<file path="src/rtl/mem_arb_pkg.sv">
// Shared definitions for the memory arbiter: FSM state encoding, owner
// encoding and the block/word geometry used to build fill addresses.
package mem_arb_pkg;

    typedef enum logic [1:0] {
        ST_IDLE  = 2'd0,
        ST_FILL  = 2'd1,
        ST_WRITE = 2'd2
    } state_t;

    typedef enum logic {
        OWN_I = 1'b0,
        OWN_D = 1'b1
    } owner_t;

    // 8 words per block -> 3-bit word index; 16 bytes per block -> 4 offset bits.
    localparam int WORD_IDX_W   = 3;
    localparam int BLOCK_OFFS_W = 4;

endpackage

</file>
<file path="src/rtl/mem_arb_rr.sv">
// Two-way round-robin picker. req[0] is the I-cache, req[1] the D-cache.
// A lone requester always wins; on a tie the side not granted last wins.
module mem_arb_rr
    import mem_arb_pkg::*;
(
    input  logic [1:0] req,
    input  logic       last_grant,
    input  logic       en,
    output logic       grant,
    output logic       grant_valid
);

    // Pick the winner from the request pattern and the previous grant.
    always_comb begin
        // NOTE: every combinational output gets a default first so no path
        // through the block leaves it unassigned (which would infer a latch).
        grant = OWN_I;
        case (req)
            2'b10:   grant = OWN_D;
            2'b11:   grant = ~last_grant;
            default: grant = OWN_I;
        endcase
    end

    assign grant_valid = en & (|req);

endmodule

</file>
<file path="src/rtl/mem_arbiter.sv">
// Arbiter between the I-cache and D-cache miss controllers and the single
// main memory. Grants one requester at a time and sequences either an
// 8-word block fill or a single-word D-cache write onto the memory port.
//
// Build option: define MEM_ARB_PIPELINE_EN to issue the eight fill reads on
// consecutive cycles (up to MEM_LAT reads in flight). Without it, only one
// read is outstanding at a time and each new read is issued in the cycle
// the previous word returns.
module mem_arbiter
    import mem_arb_pkg::*;
#(
    parameter int ADDR_W  = 16,
    parameter int DATA_W  = 16,
    parameter int WORDS   = 8,
    parameter int MEM_LAT = 4
)
(
    input  logic                  clk,
    input  logic                  rst_n,
    input  logic                  i_req,
    input  logic [ADDR_W-1:0]     i_addr,
    input  logic                  d_req,
    input  logic                  d_wr,
    input  logic [ADDR_W-1:0]     d_addr,
    input  logic [DATA_W-1:0]     d_wdata,
    output logic [DATA_W-1:0]     fill_data,
    output logic [WORD_IDX_W-1:0] fill_word,
    output logic                  i_fill_valid,
    output logic                  d_fill_valid,
    output logic                  i_done,
    output logic                  d_done,
    output logic [ADDR_W-1:0]     mem_addr,
    output logic                  mem_enable,
    output logic                  mem_wr,
    output logic [DATA_W-1:0]     mem_wdata,
    input  logic [DATA_W-1:0]     mem_rdata,
    input  logic                  mem_valid,
    output logic                  busy
);

    localparam logic [WORD_IDX_W-1:0] LAST_WORD = WORD_IDX_W'(WORDS - 1);

    // In-flight read counter never exceeds the memory latency.
    localparam int IF_W = $clog2(MEM_LAT + 1);
`ifdef MEM_ARB_PIPELINE_EN
    localparam int MAX_OUT = MEM_LAT;
`else
    localparam int MAX_OUT = 1;
`endif
    localparam logic [IF_W-1:0] MAX_OUT_V = IF_W'(MAX_OUT);

    state_t                  r_state;
    state_t                  w_next_state;
    owner_t                  r_owner;
    owner_t                  r_last_grant;
    logic [WORD_IDX_W-1:0]   r_issue_cnt;
    logic                    r_issue_all;
    logic [WORD_IDX_W-1:0]   r_ret_cnt;
    logic [IF_W-1:0]         r_inflight;

    logic                    w_grant;
    logic                    w_grant_valid;
    logic                    w_rd_valid;
    logic                    w_issue;
    logic                    w_fill_last;
    logic [ADDR_W-1:0]       w_base;
    logic [ADDR_W-1:0]       w_fill_addr;

    // Byte offset within the block comes from the word counter, and write
    // addresses are word aligned, so these request bits carry no information.
    logic                    w_unused_addr_bits;
    assign w_unused_addr_bits = ^{i_addr[BLOCK_OFFS_W-1:0], d_addr[0]};

    mem_arb_rr u_rr (
        .req         ({d_req, i_req}),
        .last_grant  (r_last_grant),
        .en          (r_state == ST_IDLE),
        .grant       (w_grant),
        .grant_valid (w_grant_valid)
    );

    // The owner holds its address stable until done, so it is read live.
    assign w_base      = (r_owner == OWN_D) ? d_addr : i_addr;
    assign w_fill_addr = {w_base[ADDR_W-1:BLOCK_OFFS_W], r_issue_cnt, 1'b0};

    // A return only counts if we actually have a read outstanding; this
    // discards stale mem_valid pulses from reads issued before a reset.
    assign w_rd_valid  = (r_state == ST_FILL) && mem_valid && (r_inflight != '0);
    // A slot frees up in the same cycle a word returns.
    assign w_issue     = (r_state == ST_FILL) && !r_issue_all &&
                         ((r_inflight < MAX_OUT_V) || w_rd_valid);
    assign w_fill_last = w_rd_valid && (r_ret_cnt == LAST_WORD);

    // State register.
    always_ff @(posedge clk or negedge rst_n) begin
        // NOTE: state is updated with non-blocking assignments so every
        // flop samples pre-edge values regardless of process ordering.
        if (!rst_n) r_state <= ST_IDLE;
        else        r_state <= w_next_state;
    end

    // Latch the winner of arbitration as owner and as round-robin history.
    always_ff @(posedge clk or negedge rst_n) begin
        if (!rst_n) begin
            r_owner      <= OWN_I;
            r_last_grant <= OWN_D;
        end else if (w_grant_valid) begin
            r_owner      <= owner_t'(w_grant);
            r_last_grant <= owner_t'(w_grant);
        end
    end

    // Issue / return / in-flight counters; held at zero outside FILL.
    always_ff @(posedge clk or negedge rst_n) begin
        if (!rst_n) begin
            r_issue_cnt <= '0;
            r_issue_all <= 1'b0;
            r_ret_cnt   <= '0;
            r_inflight  <= '0;
        end else if (r_state != ST_FILL) begin
            r_issue_cnt <= '0;
            r_issue_all <= 1'b0;
            r_ret_cnt   <= '0;
            r_inflight  <= '0;
        end else begin
            if (w_issue) begin
                if (r_issue_cnt == LAST_WORD) r_issue_all <= 1'b1;
                else                          r_issue_cnt <= r_issue_cnt + WORD_IDX_W'(1);
            end
            if (w_rd_valid) r_ret_cnt <= r_ret_cnt + WORD_IDX_W'(1);
            case ({w_issue, w_rd_valid})
                2'b10:   r_inflight <= r_inflight + IF_W'(1);
                2'b01:   r_inflight <= r_inflight - IF_W'(1);
                default: r_inflight <= r_inflight;
            endcase
        end
    end

    // Next-state logic.
    always_comb begin
        w_next_state = r_state;
        case (r_state)
            ST_IDLE: begin
                if (w_grant_valid)
                    w_next_state = (w_grant == OWN_D && d_wr) ? ST_WRITE : ST_FILL;
            end
            ST_FILL:  if (w_fill_last) w_next_state = ST_IDLE;
            ST_WRITE: w_next_state = ST_IDLE;
            default:  w_next_state = ST_IDLE;
        endcase
    end

    // Output decode from state and the fill datapath.
    always_comb begin
        fill_data    = '0;
        fill_word    = '0;
        i_fill_valid = 1'b0;
        d_fill_valid = 1'b0;
        i_done       = 1'b0;
        d_done       = 1'b0;
        mem_addr     = '0;
        mem_enable   = 1'b0;
        mem_wr       = 1'b0;
        mem_wdata    = '0;
        busy         = 1'b0;
        case (r_state)
            ST_FILL: begin
                busy       = 1'b1;
                mem_addr   = w_fill_addr;
                mem_enable = w_issue;
                if (w_rd_valid) begin
                    fill_data = mem_rdata;
                    fill_word = r_ret_cnt;
                end
                i_fill_valid = w_rd_valid  && (r_owner == OWN_I);
                d_fill_valid = w_rd_valid  && (r_owner == OWN_D);
                i_done       = w_fill_last && (r_owner == OWN_I);
                d_done       = w_fill_last && (r_owner == OWN_D);
            end
            ST_WRITE: begin
                busy       = 1'b1;
                mem_enable = 1'b1;
                mem_wr     = 1'b1;
                mem_addr   = {d_addr[ADDR_W-1:1], 1'b0};
                mem_wdata  = d_wdata;
                d_done     = 1'b1;
            end
            default: ;
        endcase
    end

endmodule

</file>
<file path="config.mk">
export PLATFORM = sky130hd
export DESIGN_NAME = mem_arbiter
export DESIGN_NICKNAME = d
export VERILOG_FILES = /design/src/rtl/mem_arb_pkg.sv /design/src/rtl/mem_arb_rr.sv /design/src/rtl/mem_arbiter.sv
export SDC_FILE = /design/constraint.sdc
export NUM_CORES = 1
export LEC_CHECK = 0
export BUFFER_PORTS_ARGS = -buffer_cell sky130_fd_sc_hd__buf_2
export CORE_MARGIN = 5
export CORE_UTILIZATION = 41
export CTS_CLUSTER_SIZE = 20
export DETAILED_ROUTE_END_ITERATION = 10
export GPL_ROUTABILITY_DRIVEN = 0
export PLACE_DENSITY = 0.85
export SYNTH_ARGS = -nofsm -noshare
export SYNTH_HDL_FRONTEND = slang
export SYNTH_SLANG_ARGS = --single-unit
</file>
<file path="constraint.sdc">
create_clock -name clk -period 3.7 [get_ports clk]
set_input_delay 0.37 -clock clk [delete_from_list [all_inputs] [get_ports clk]]
set_output_delay 0.37 -clock clk [all_outputs]
set_load 0.05 [all_outputs]
</file>
Word level (Yosys, flattened, before mapping)
Cells that the tools add are included.

Register bits: 14. Input port bits: 70. Output and inout port bits: 58. Word-level logic and storage cells: 79.

Add/subtract/negate cells: 4. $lt $le $gt $ge: 1. Equality and inequality tests: 12. Mux-type cells: 29. Bitwise logic cells: 3. Reductions and logical operators: 23.

Operators with widths (count): 16-bit 2-to-1 mux (4); 16-bit one-hot mux with 2 select lines (1); 3-bit 2-to-1 mux (8); 1-bit logical AND (10); 3-bit by 1-bit adder with 3-bit output (second input constant) (3); 2-bit == test (second input constant) (4); 1-bit 2-to-1 mux (8); 3-bit == test (second input constant) (2); 2-bit 2-to-1 mux (3); 2-bit != test (second input constant) (3); 1-bit one-hot mux with 2 select lines (3); 3-bit one-hot mux with 2 select lines (1); 2-bit AND reduction (3); 2-bit nonzero test (3); 3-bit nonzero test (2); 2-bit by 1-bit == test with 1-bit output (second input constant) (2); 2-bit one-hot mux with 2 select lines (1); 2-bit OR reduction (2); 3-bit by 1-bit less-than comparator with 1-bit output (second input constant) (1); 3-bit by 1-bit subtractor with 3-bit output (second input constant) (1); 2-bit logical NOT (1); 2-bit by 1-bit != test with 1-bit output (second input constant) (1); 1-bit NOT (2); 1-bit bitwise AND (1); 2 further kinds (2).

Logic depth before layout (Yosys ltp)
Gate-level depths: netlist of run 1.

Word-level depth: 8. Gate-level depth with buffers: 8. Mapped depth without buffers: 6.

By module
A second synthesis of run 1 with hierarchy kept.

Cells, all modules: 201. Area, all modules: 1517.7 um^2.

By module, submodules not included: mem_arbiter (times used 1, cells an instance 199, area an instance 1498.9 um^2, sequential area each 351.6 um^2); mem_arb_rr (times used 1, cells an instance 2, area an instance 18.8 um^2, sequential area each 0.0 um^2).

Worst setup path after synthesis of run 1
No wires, ideal clock.

Path type: flip-flop to output port. Start point: register r_state[0]. End point: output mem_addr[2]. Arrival: 2.486 ns. Required time: 3.330 ns. Path slack: 0.844 ns. Cell stages (with the launch flop): 6. Path buffers: 1. Path through: dfrtp_1 -> inv_1 -> ha_1 -> clkbuf_1 -> nand2_1 -> a21boi_0.

Longest elaborated chain between the ends: 2. Elaborated cells on any way between the ends: 3. Classes of those cells: eq/ne: 2; mux: 1.

Ends and longest elaborated chain: start, declared (line mem_arbiter.sv:52) `state_t r_state;`; start signal, assigned (line mem_arbiter.sv:99) `else r_state <= w_next_state;`; 2-bit == test / 2-bit by 1-bit == test with 1-bit output (equally long branches) (line mem_arbiter.sv:166) `case (r_state)`; 16-bit one-hot mux with 2 select lines (*) (line mem_arbiter.sv:166); end, declared (line mem_arbiter.sv:32) `output logic [ADDR_W-1:0] mem_addr,`.

Every way passes the cells marked *; elsewhere a longest branch is shown, timed or not.

Worst setup path after layout of run 1
Start point: register r_state[1]. End point: output d_done.

Longest elaborated chain between the ends: 6. Elaborated cells on any way between the ends: 7. Classes of those cells: eq/ne: 2; mux: 1; reduce/logical: 4.

Ends and longest elaborated chain: 2-bit by 1-bit == test with 1-bit output (line mem_arbiter.sv:88, mem_arbiter.sv:166); 1-bit logical AND (2 in series) (line mem_arbiter.sv:88) `assign w_rd_valid = (r_state == ST_FILL) && mem_valid && (r_inflight != '0);`; 1-bit logical AND (line mem_arbiter.sv:92) `assign w_fill_last = w_rd_valid && (r_ret_cnt == LAST_WORD);`; 1-bit logical AND (line mem_arbiter.sv:178) `d_done = w_fill_last && (r_owner == OWN_D);`; 1-bit one-hot mux with 2 select lines (*) (line mem_arbiter.sv:166); end, declared (line mem_arbiter.sv:31) `output logic d_done,`.

Marked as above.

==> results of run 1 <==
path summary, 6_finish.rpt:
kind	to	slack (ns)	cells past startpoint
hold reg to reg	r_ret_cnt[2]	0.54	2
max in group asynchronous	r_last_grant	3.41	1
setup / recovery	d_done	1.12	7
hold / removal	r_inflight[2]	0.001	1
min in group clk	r_last_grant	0.31	2
setup reg to reg	r_state[1]	1.59	6
synth_stat cells:
| master | n |
|---|---|
| or3_1 | 2 |
| and3_1 | 21 |
| ha_1 | 10 |
| nor2_1 | 4 |
| nand2b_2 | 1 |
| nand2b_1 | 2 |
| inv_1 | 6 |
| nand3_1 | 4 |
| a311oi_1 | 1 |
| clkbuf_2 | 1 |
| a21boi_0 | 3 |
| nand4_1 | 1 |
| and2_1 | 30 |
| nor2b_1 | 1 |
| a21oi_2 | 1 |
| and2_4 | 1 |
| xor2_1 | 1 |
| o311ai_1 | 1 |
| conb_1 | 1 |
| nand3b_1 | 1 |
| buf_6 | 1 |
| a31oi_1 | 2 |
| o21a_1 | 1 |
| a221oi_1 | 2 |
| mux2i_1 | 15 |
| dfstp_2 | 1 |
| o22ai_1 | 1 |
| nand2_1 | 30 |
| dfrtp_1 | 13 |
| a22o_1 | 1 |
| o21ai_0 | 14 |
| a21oi_1 | 6 |
| buf_2 | 4 |
| nor3_1 | 3 |
| a32o_1 | 1 |
| clkbuf_1 | 10 |
| buf_4 | 1 |
state kept, by name (all words and copies together), names as in the netlist:
register and flops:
r_owner 1, r_ret_cnt 3, r_issue_cnt 3, r_issue_all 1, r_last_grant 1, r_state 2
r_inflight 3
kinds of logic (layout without fill, tap and decap cells):
group | count (synthesis) | count (layout) | synth area share
xor gates and xnor gates | 1 | 1 | 0.00584
other | 1 | 1 | 0.00250
and+or+nand+nor | 101 | 101 | 0.363
muxes | 15 | 15 | 0.100
DFF | 14 | 14 | 0.235
adders and majority gates | 10 | 10 | 0.0835
AOI/OAI and AO/OA | 34 | 34 | 0.141
buffers and inverters | 23 | 131 | 0.0693
per-layer routing:
| metal | part of all wire | wire, um | track usage |
|---|---|---|---|
| met4 | 0.0089 | 40 | 0.0426 |
| met3 | 0.096 | 433 | 0.0489 |
| met1 | 0.43 | 1940 | 0.224 |
| met2 | 0.46 | 2090 | 0.299 |
| met5 | 0 | 0 | 0 |
cell type report:
class	count	area, um^2	area share
multi-input cells	162	1040	0.488
repair buffers	121	606	0.283
inverters	6	22.5	0.0105
clock buffers	4	55.1	0.0257
well taps	48	60.1	0.0281
flip-flops and latches	14	352	0.164
power groups by stage:
stage          clock [mW]  sequential [mW]  combinational (mW)
5_1_grt             0.166            0.282                1.38
3_5_place_dp            0            0.276                1.28
4_1_cts             0.158            0.274                1.29
6_report            0.155            0.273                1.28
3_3_place_gp            0            0.274                1.26
2_1_floorplan           0            0.231                1.09
==> metrics.md, run 1 <==
| Metric | Value |
|---|---|
| Post-layout nets | 388 |
| Clock Power Share | 0.090 |
| Power, Total | between 1.5 and 2 mW |
| Share of cells above drive strength 1 | 0.420 |
| VDD IR max | a little over 500 uV |
| CP required | 3.33 ns |
| Internal | roughly 0.67 mW |
| Top cell type's share of synthesized area | 0.217 |
| Setup TNS | 0 ns |
| Data arrival time of the critical path | about 2.2 ns |
| Synth unique cells | 37 |
| # DRC | 0 |
| GRT Overall Usage | 0.178 |
| Vias | between 1500 and 2000 |
| Vias in the first global route | 1704 |
| Synthesis Warnings | 0 |
| Net load switching power | 1.04 mW |
| Worst-path clk slew | approximately 0.060 ns |
| Post-route insts no fill | 355 |
| CP bufs+invs | 2 |
| Initial Utilization | 0.416 |
| Sequential-to-total area share from yosys stat | 0.235 |
| Clock Tree Root | clkbuf_8 |
| DRT Pass-1 Iters | 4 |
| Peak fanout along the critical path | 23 |
| Worst path cell trace | inv_1 > ha_1 > and2_4 > and3_1 > a21oi_1 > nor2b_1 > buf_2 |
| Crit path time final | around 2.6 ns |
| Hold crit path type | in -> async |
| P_leak | 1.31 nW |
| MaxCap Viol Count | 0 |
| Setup CP Type | reg -> out |
| Antenna diodes | 0 |
| Synth area leaders | dfrtp_1, and2_1, mux2i_1 |
| Largest net degree at the start of global routing | 35 |
| Most frequent cells in the layout | buf_2, nand2_1, and2_1 |
| Net Sw Frac | 0.607 |
| Most common cell after layout, fill and taps aside | buf_2 |
| Actual slew at the worst max-slew pin | roughly 1 ns |
| Post-route core utilization | 0.593 |
| Setup Buffers After CTS | 0 |
| Num CTS Buffers | 3 |
| Global-route wire length before repair | 7450 um |
| RSZ-0062 raised after global routing | false |
| Critical path's top delay family | simple AND/OR/NAND/NOR gates |
| Routed vias/inst | around 5.0 |
| Die Y | approximately 70 um |
| Clock net sink count | 14 |
| Max stage delay cell, worst path | dfrtp_1 |
| Post-cts sizing count | 0 |
| P&R area growth vs syn | 42.7% |
| Total Die Area | just under 5000 um^2 |
| Combinational fraction of design power | 0.750 |
| CTS Buffer Depth | 2 |
| DP Area | 2080 um^2 |
| Placed Instances | 351 |
| Initial antenna violation count | 0 |
| Final setup fails | 0 |
| Post-synthesis register bit count | 14 |
| Placeable core area | ~3600 um^2 |
| Final Instance Area | 2140 um^2 |
| Status | finished clean |
| Flop pwr share | 0.159 |
| Post-Place Worst Slack | about 1.4 ns |
| Final WS setup | between 1 and 1.5 ns |
| Routed WL | roughly 4500 um |
| Width of the die | 70.5 um |
| Antenna viol nets, final | 0 |
| Delay of the slowest critical-path stage | 0.41 ns |
| GRT overflow | 0 |
| Clk Latency, worst-skew pair | ~0.25 ns |
| Mapped Avg Cell Area | around 7.5 um^2 |
| Hold WS | about 0.001 ns |
| Worst slew margin | 0.348 |
| CP startpoint kind | flop |
| Pwr dens | between 700 and 800 nW/um^2 |
| CTS Hold Bufs | 0 |
| DRT iter0 DRCs | 90 |
| Routed len/inst | around 13 um |
| I/O Pins | roughly 130 |
| Worst r2r src | r_state[1] |
| Port bufs | 121 |
| Rows | 22 |
| Fin crit share | 0.699 |
| CP endpoint kind | primary output |
| Final hold vios | 0 |
| Syn Inst Count | slightly below 200 |
| Most area-hungry cell type in the Yosys netlist | dfrtp_1 |
| Fin. max-slew vios | 0 |
| Achievable Freq | approximately 390 MHz |
| CTS tree | done |
| Mapped cell area | ~1500 um^2 |
| H-tree depth | 1 |
| Total of fill cells in the finished design | 334 |
| Synthesized Nets | roughly 280 |
| DP HPWL | between 3000 and 4000 um |
| Fin Clk Skew | about 0.0037 ns |
| Worst setup path start | r_state[1] |
No activity file was read; power rests on OpenSTA's default activity.
==> run 2: changes to the inputs <==
- CORE_UTILIZATION: 41 -> 39
- PLACE_DENSITY: 0.85 -> 0.82
- clock period: 3.7 -> 2.6 ns (I/O delays scaled with it)
==> metrics.md, run 2 (synthesized netlist as in run 1, its figures left out) <==
| Metric | Value |
|---|---|
| Width of the die | a little over 70 um |
| Post-Place Worst Slack | between 0.4 and 0.5 ns |
| CP startpoint kind | flop |
| Post-layout nets | between 300 and 400 |
| CTS tree | done |
| Fin Clk Skew | 0.00781 ns |
| Data arrival time of the critical path | around 2.1 ns |
| DRT iter0 DRCs | 27 |
| Final WS setup | roughly 0.23 ns |
| CP endpoint kind | primary output |
| Rows | 22 |
| Fin. max-slew vios | 0 |
| Routed WL | ~4500 um |
| Most frequent cells in the layout | buf_2, nand2_1, and2_1 |
| Clk Latency, worst-skew pair | roughly 0.24 ns |
| Cell depth of the worst hold path | 2 |
| Actual slew at the worst max-slew pin | about 0.68 ns |
| Peak fanout along the critical path | 23 |
| Fin crit share | 0.910 |
| CTS Buffer Depth | 2 |
| Crit path time final | roughly 2.4 ns |
| Vias in the first global route | approximately 1700 |
| Port bufs | ~120 |
| Most Crowded Layer GR | met2 |
| Register-to-Register Path Depth | 6 |
| Routed len/inst | between 10 and 15 um |
| Flop-to-flop setup slack | 0.56 ns |
| # DRC | 0 |
| GRT Overall Usage | 0.167 |
| Clock net sink count | 14 |
| Grt met3 use | 0.0512 |
| Worst r2r src | r_state[1] |
| Largest net degree at the start of global routing | 33 |
| Initial antenna violation count | 0 |
| Share of cells above drive strength 1 | 0.417 |
| DRT Pass-1 Iters | 4 |
| CP endpoint | i_done |
| I/O Pins | ~130 |
| RSZ-0062 raised after global routing | false |
| Global-route wire length before repair | approximately 7200 um |
| H-tree depth | 1 |
| Setup Buffers After CTS | 0 |
| Biggest regs | r_inflight x3, r_issue_cnt x3, r_ret_cnt x3 |
| Global Route met1 Usage | 0.175 |
| DP HPWL | 3660 um |
| Most common cell after layout, fill and taps aside | buf_2 |
| Post-route core utilization | 0.582 |
| CP required | between 2 and 2.5 ns |
| Global routing usage on met2 | 0.324 |
| Achievable Freq | roughly 420 MHz |
| GRT overflow | 0 |
| Num CTS Buffers | 3 |
| Clock Tree Root | clkbuf_8 |
| P&R area growth vs syn | 43.2% |
| Placeable core area | 3690 um^2 |
| Final setup fails | 0 |
| Routed vias/inst | 4.99 |
| Antenna diodes | 0 |
| Worst setup path start | r_state[1] |
| Setup TNS | 0 ns |
| Status | finished clean |
| Vias | about 1800 |
| MaxCap Viol Count | 0 |
| Pwr dens | ~1100 nW/um^2 |
| Setup CP Type | reg -> out |
| Worst-path clk slew | 0.05 ns |
| P_leak | 1.31 nW |
| Final hold vios | 0 |
| FF-to-FF End | r_state[1] |
| Antenna viol nets, final | 0 |
| Die Y | approximately 72 um |
| Hold crit path type | in -> reg |
| VDD IR max | 616 uV |
| Initial Utilization | 0.406 |
| Total Die Area | between 5000 and 6000 um^2 |
| Worst slew margin | 0.548 |
-- run 2: cell count changes in the layout (fill, tap and decap cells not counted), sizes merged --
cell         before  now
buf             121  122
dlygate4sd3       0    1
-- run 2: what timing repair did --
action                                  4_1_cts  5_1_grt
hold buffers                                  1        0
resized for setup                             0        0
hold endpoints to repair                     13        0
endpoints found under the setup margin        0        0
-- run 2: power by group --
group,leakage [nW],internal [mW],switching [mW]
logic,1.11,0.540,1.28
registers,0.185,0.288,0.0981
clock network,0.0228,0.108,0.0741
total,1.31,0.936,1.45
-- run 2: worst max-delay path, stage by stage (launching register included) --
cell and delay (ns):
dfrtp_1 0.41, inv_1 0.09, ha_1 0.36, and2_4 0.34, nand2_1 0.15, nor2_1 0.14
and2_1 0.13, buf_2 0.25
-- run 2: per-stage QoR --
stage | total power, mW | cells | hold slack, ns | instance area, um^2
2_1_floorplan | 1.88 | 199 | -0.0356 | 1500
3_5_place_dp | 2.21 | 352 | 0.172 | 2090
5_1_grt | 2.56 | 357 | 0.221 | 2150
4_1_cts | 2.40 | 357 | 0.206 | 2150
3_3_place_gp | 2.19 | 352 | 0.168 | 2090
6_report | 2.39 | 357 | 0.215 | 2150
-- run 2: worst min path at each step --
stage	startpoint	endpoint	slack, ns
floorplan	rst_n	r_inflight[0]	-0.04
global placement	rst_n	r_owner	0.17
detailed placement	rst_n	r_owner	0.17
CTS	i_req	r_last_grant	0.21
global route	i_req	r_last_grant	0.22
finish	i_req	r_last_grant	0.21
-- run 2: area by class of cell --
| class | instances | area (um^2) |
|---|---|---|
| fill | 338 | 1540 |
| multi-input combinational | 162 | 1040 |
| timing repair buffer | 123 | 623 |
| sequential | 14 | 352 |
| tap | 48 | 60.1 |
| clock buffer | 4 | 45.0 |
| inverter | 6 | 22.5 |
-- run 2: metal layers --
layer | part of all wire | vias to the layer above
met4 | 0.011 | 0
met1 | 0.37 | 791
met3 | 0.11 | 4
met5 | 0 | -
met2 | 0.50 | 85
li1 | - | 901
==> run 3: changes to the inputs <==
- CORE_UTILIZATION: 39 -> 40
- CTS_BUF_LIST: unset -> sky130_fd_sc_hd__clkbuf_8
- PLACE_DENSITY: 0.82 -> 0.84
- SETUP_SLACK_MARGIN: unset -> 0.5
==> metrics.md, run 3 (synthesized netlist as in run 1, its figures left out) <==
| Metric | Value |
|---|---|
| Pwr dens | 1160 nW/um^2 |
| Fin. max-slew vios | 0 |
| GRT overflow | 0 |
| DRT iter0 DRCs | just over 80 |
| CP startpoint kind | flop |
| GRT Overall Usage | 0.184 |
| Hold crit path type | in -> reg |
| Post-layout nets | 400 |
| Antenna diodes | 0 |
| FF-to-FF End | r_state[1] |
| Initial Utilization | 0.413 |
| DP Area | 2110 um^2 |
| Most frequent cells in the layout | buf_2, nand2_1, and2_1 |
| Num CTS Buffers | 3 |
| Fin crit share | 0.787 |
| Setup CP Type | reg -> out |
| DRT Pass-1 Iters | 4 |
| Fin Clk Skew | 0.00378 ns |
| Routed vias/inst | 5.21 |
| Final WS setup | about 0.55 ns |
| Vias in the first global route | roughly 1800 |
| Power, Total | 2.74 mW |
| Antenna viol nets, final | 0 |
| CTS Buffer Depth | 2 |
| Share of cells above drive strength 1 | 0.486 |
| Clock net sink count | 14 |
| CP required | approximately 2.3 ns |
| P_leak | roughly 1.3 nW |
| Routed WL | 5240 um |
| RSZ-0062 raised after global routing | true |
| Rows | 22 |
| VDD IR max | between 500 and 600 uV |
| Final Instance Area | 2360 um^2 |
| I/O Pins | 128 |
| Routed len/inst | approximately 14 um |
| Width of the die | between 70 and 80 um |
| Total Die Area | around 5000 um^2 |
| Total of fill cells in the finished design | just over 300 |
| Initial antenna violation count | 0 |
| Worst r2r src | r_state[1] |
| Hold endpoint | r_last_grant |
| Port bufs | around 120 |
| Post-Place Worst Slack | 0.498 ns |
| Global-route wire length before repair | just under 8000 um |
| CTS tree | done |
| Hold path startpoint | i_req |
| Crit path time final | ~2.0 ns |
| Cell depth of the worst hold path | 2 |
| Most common cell after layout, fill and taps aside | buf_2 |
| Setup TNS | 0 ns |
| Achievable Freq | about 490 MHz |
| Data arrival time of the critical path | 1.79 ns |
| Clock Tree Root | clkbuf_8 |
| Placeable core area | between 3000 and 4000 um^2 |
| H-tree depth | 1 |
| Vias | ~1900 |
| MaxCap Viol Count | 0 |
| Largest net degree at the start of global routing | 35 |
| Status | finished clean |
| Biggest regs | r_inflight x3, r_issue_cnt x3, r_ret_cnt x3 |
| Die Y | a little over 70 um |
| # DRC | 0 |
| Final setup fails | 0 |
| Worst-path clk slew | 0.06 ns |
| Hold WS | ~0.21 ns |
| DP HPWL | approximately 3600 um |
| Register-to-Register Path Depth | 7 |
| P&R area growth vs syn | 57.3% |
| CP endpoint kind | primary output |
| Flop-to-flop setup slack | about 0.66 ns |
| Clk Latency, worst-skew pair | ~0.24 ns |
| Final hold vios | 0 |
| Peak fanout along the critical path | 7 |
## run 3: cell types whose count changed in the layout (fill, tap and decap cells not counted), moves of 3 or more
cell        change
clkbuf_4       +12
clkinvlp_4      +3
a21boi_2        +3
buf_2          -17
a21boi_1        -3
inv_1           -3
buf_4           +8
ha_4            +3
ha_1            -4
## run 3: report_power, final
| group | leakage, nW | switching (mW) | internal, mW |
|---|---|---|---|
| registers | 0.184 | 0.114 | 0.290 |
| clock network | 0.0288 | 0.0784 | 0.134 |
| logic | 1.14 | 1.40 | 0.730 |
| total | 1.35 | 1.59 | 1.15 |
## run 3: worst max path at each step
stage | from | endpoint | slack (ns) | depth (start not counted)
floorplan | r_state[1] | i_done | 0.51 | 7
global placement | r_state[1] | d_done | 0.52 | 7
detailed placement | r_state[1] | d_done | 0.50 | 7
CTS | r_inflight[0] | d_done | 0.47 | 7
global route | r_state[1] | fill_data[1] | 0.48 | 6
finish | r_state[1] | i_done | 0.55 | 7
## run 3: metal layers
layer  part of all wire  vias to the layer above  global-route usage  wire length [um]
met3               0.12                        6              0.0589               608
met2               0.48                      105               0.330              2540
met5                  0                        -                   0                 0
met1               0.39                      875               0.206              2040
met4              0.010                        0              0.0564                54
li1                   -                      927                   -                 -
## run 3: timing repair
item,in CTS,in global routing
pin swaps,1,1
setup buffers,3,4
gates resized for setup,12,24
hold buffers,1,0
hold endpoints to repair,13,0
endpoints found under the setup margin,26,29
cloned,2,2
## run 3: critical path: stages, from the launching register on
cell and delay (ns):
dfrtp_1 0.45, inv_2 0.11, ha_4 0.22, and2_4 0.19, nand2_1 0.11, nor2_2 0.12, and2_2 0.15, buf_4 0.19
## run 3: cell type report
class | instances | area, um^2 | share of cell area
clock buffer | 4 | 55.1 | 0.0234
sequential | 14 | 353 | 0.150
timing repair inverter | 2 | 15.0 | 0.00637
inverter | 6 | 26.3 | 0.0111
timing repair buffer | 129 | 714 | 0.303
multi-input combinational | 164 | 1130 | 0.481
tap | 48 | 60.1 | 0.0255
## run 3: per-stage QoR
step | cells | util
CTS | 361 | 0.621
global placement | 351 | 0.581
finish | 367 | 0.649
detailed placement | 351 | 0.581
floorplan | 199 | -
global route | 367 | 0.649
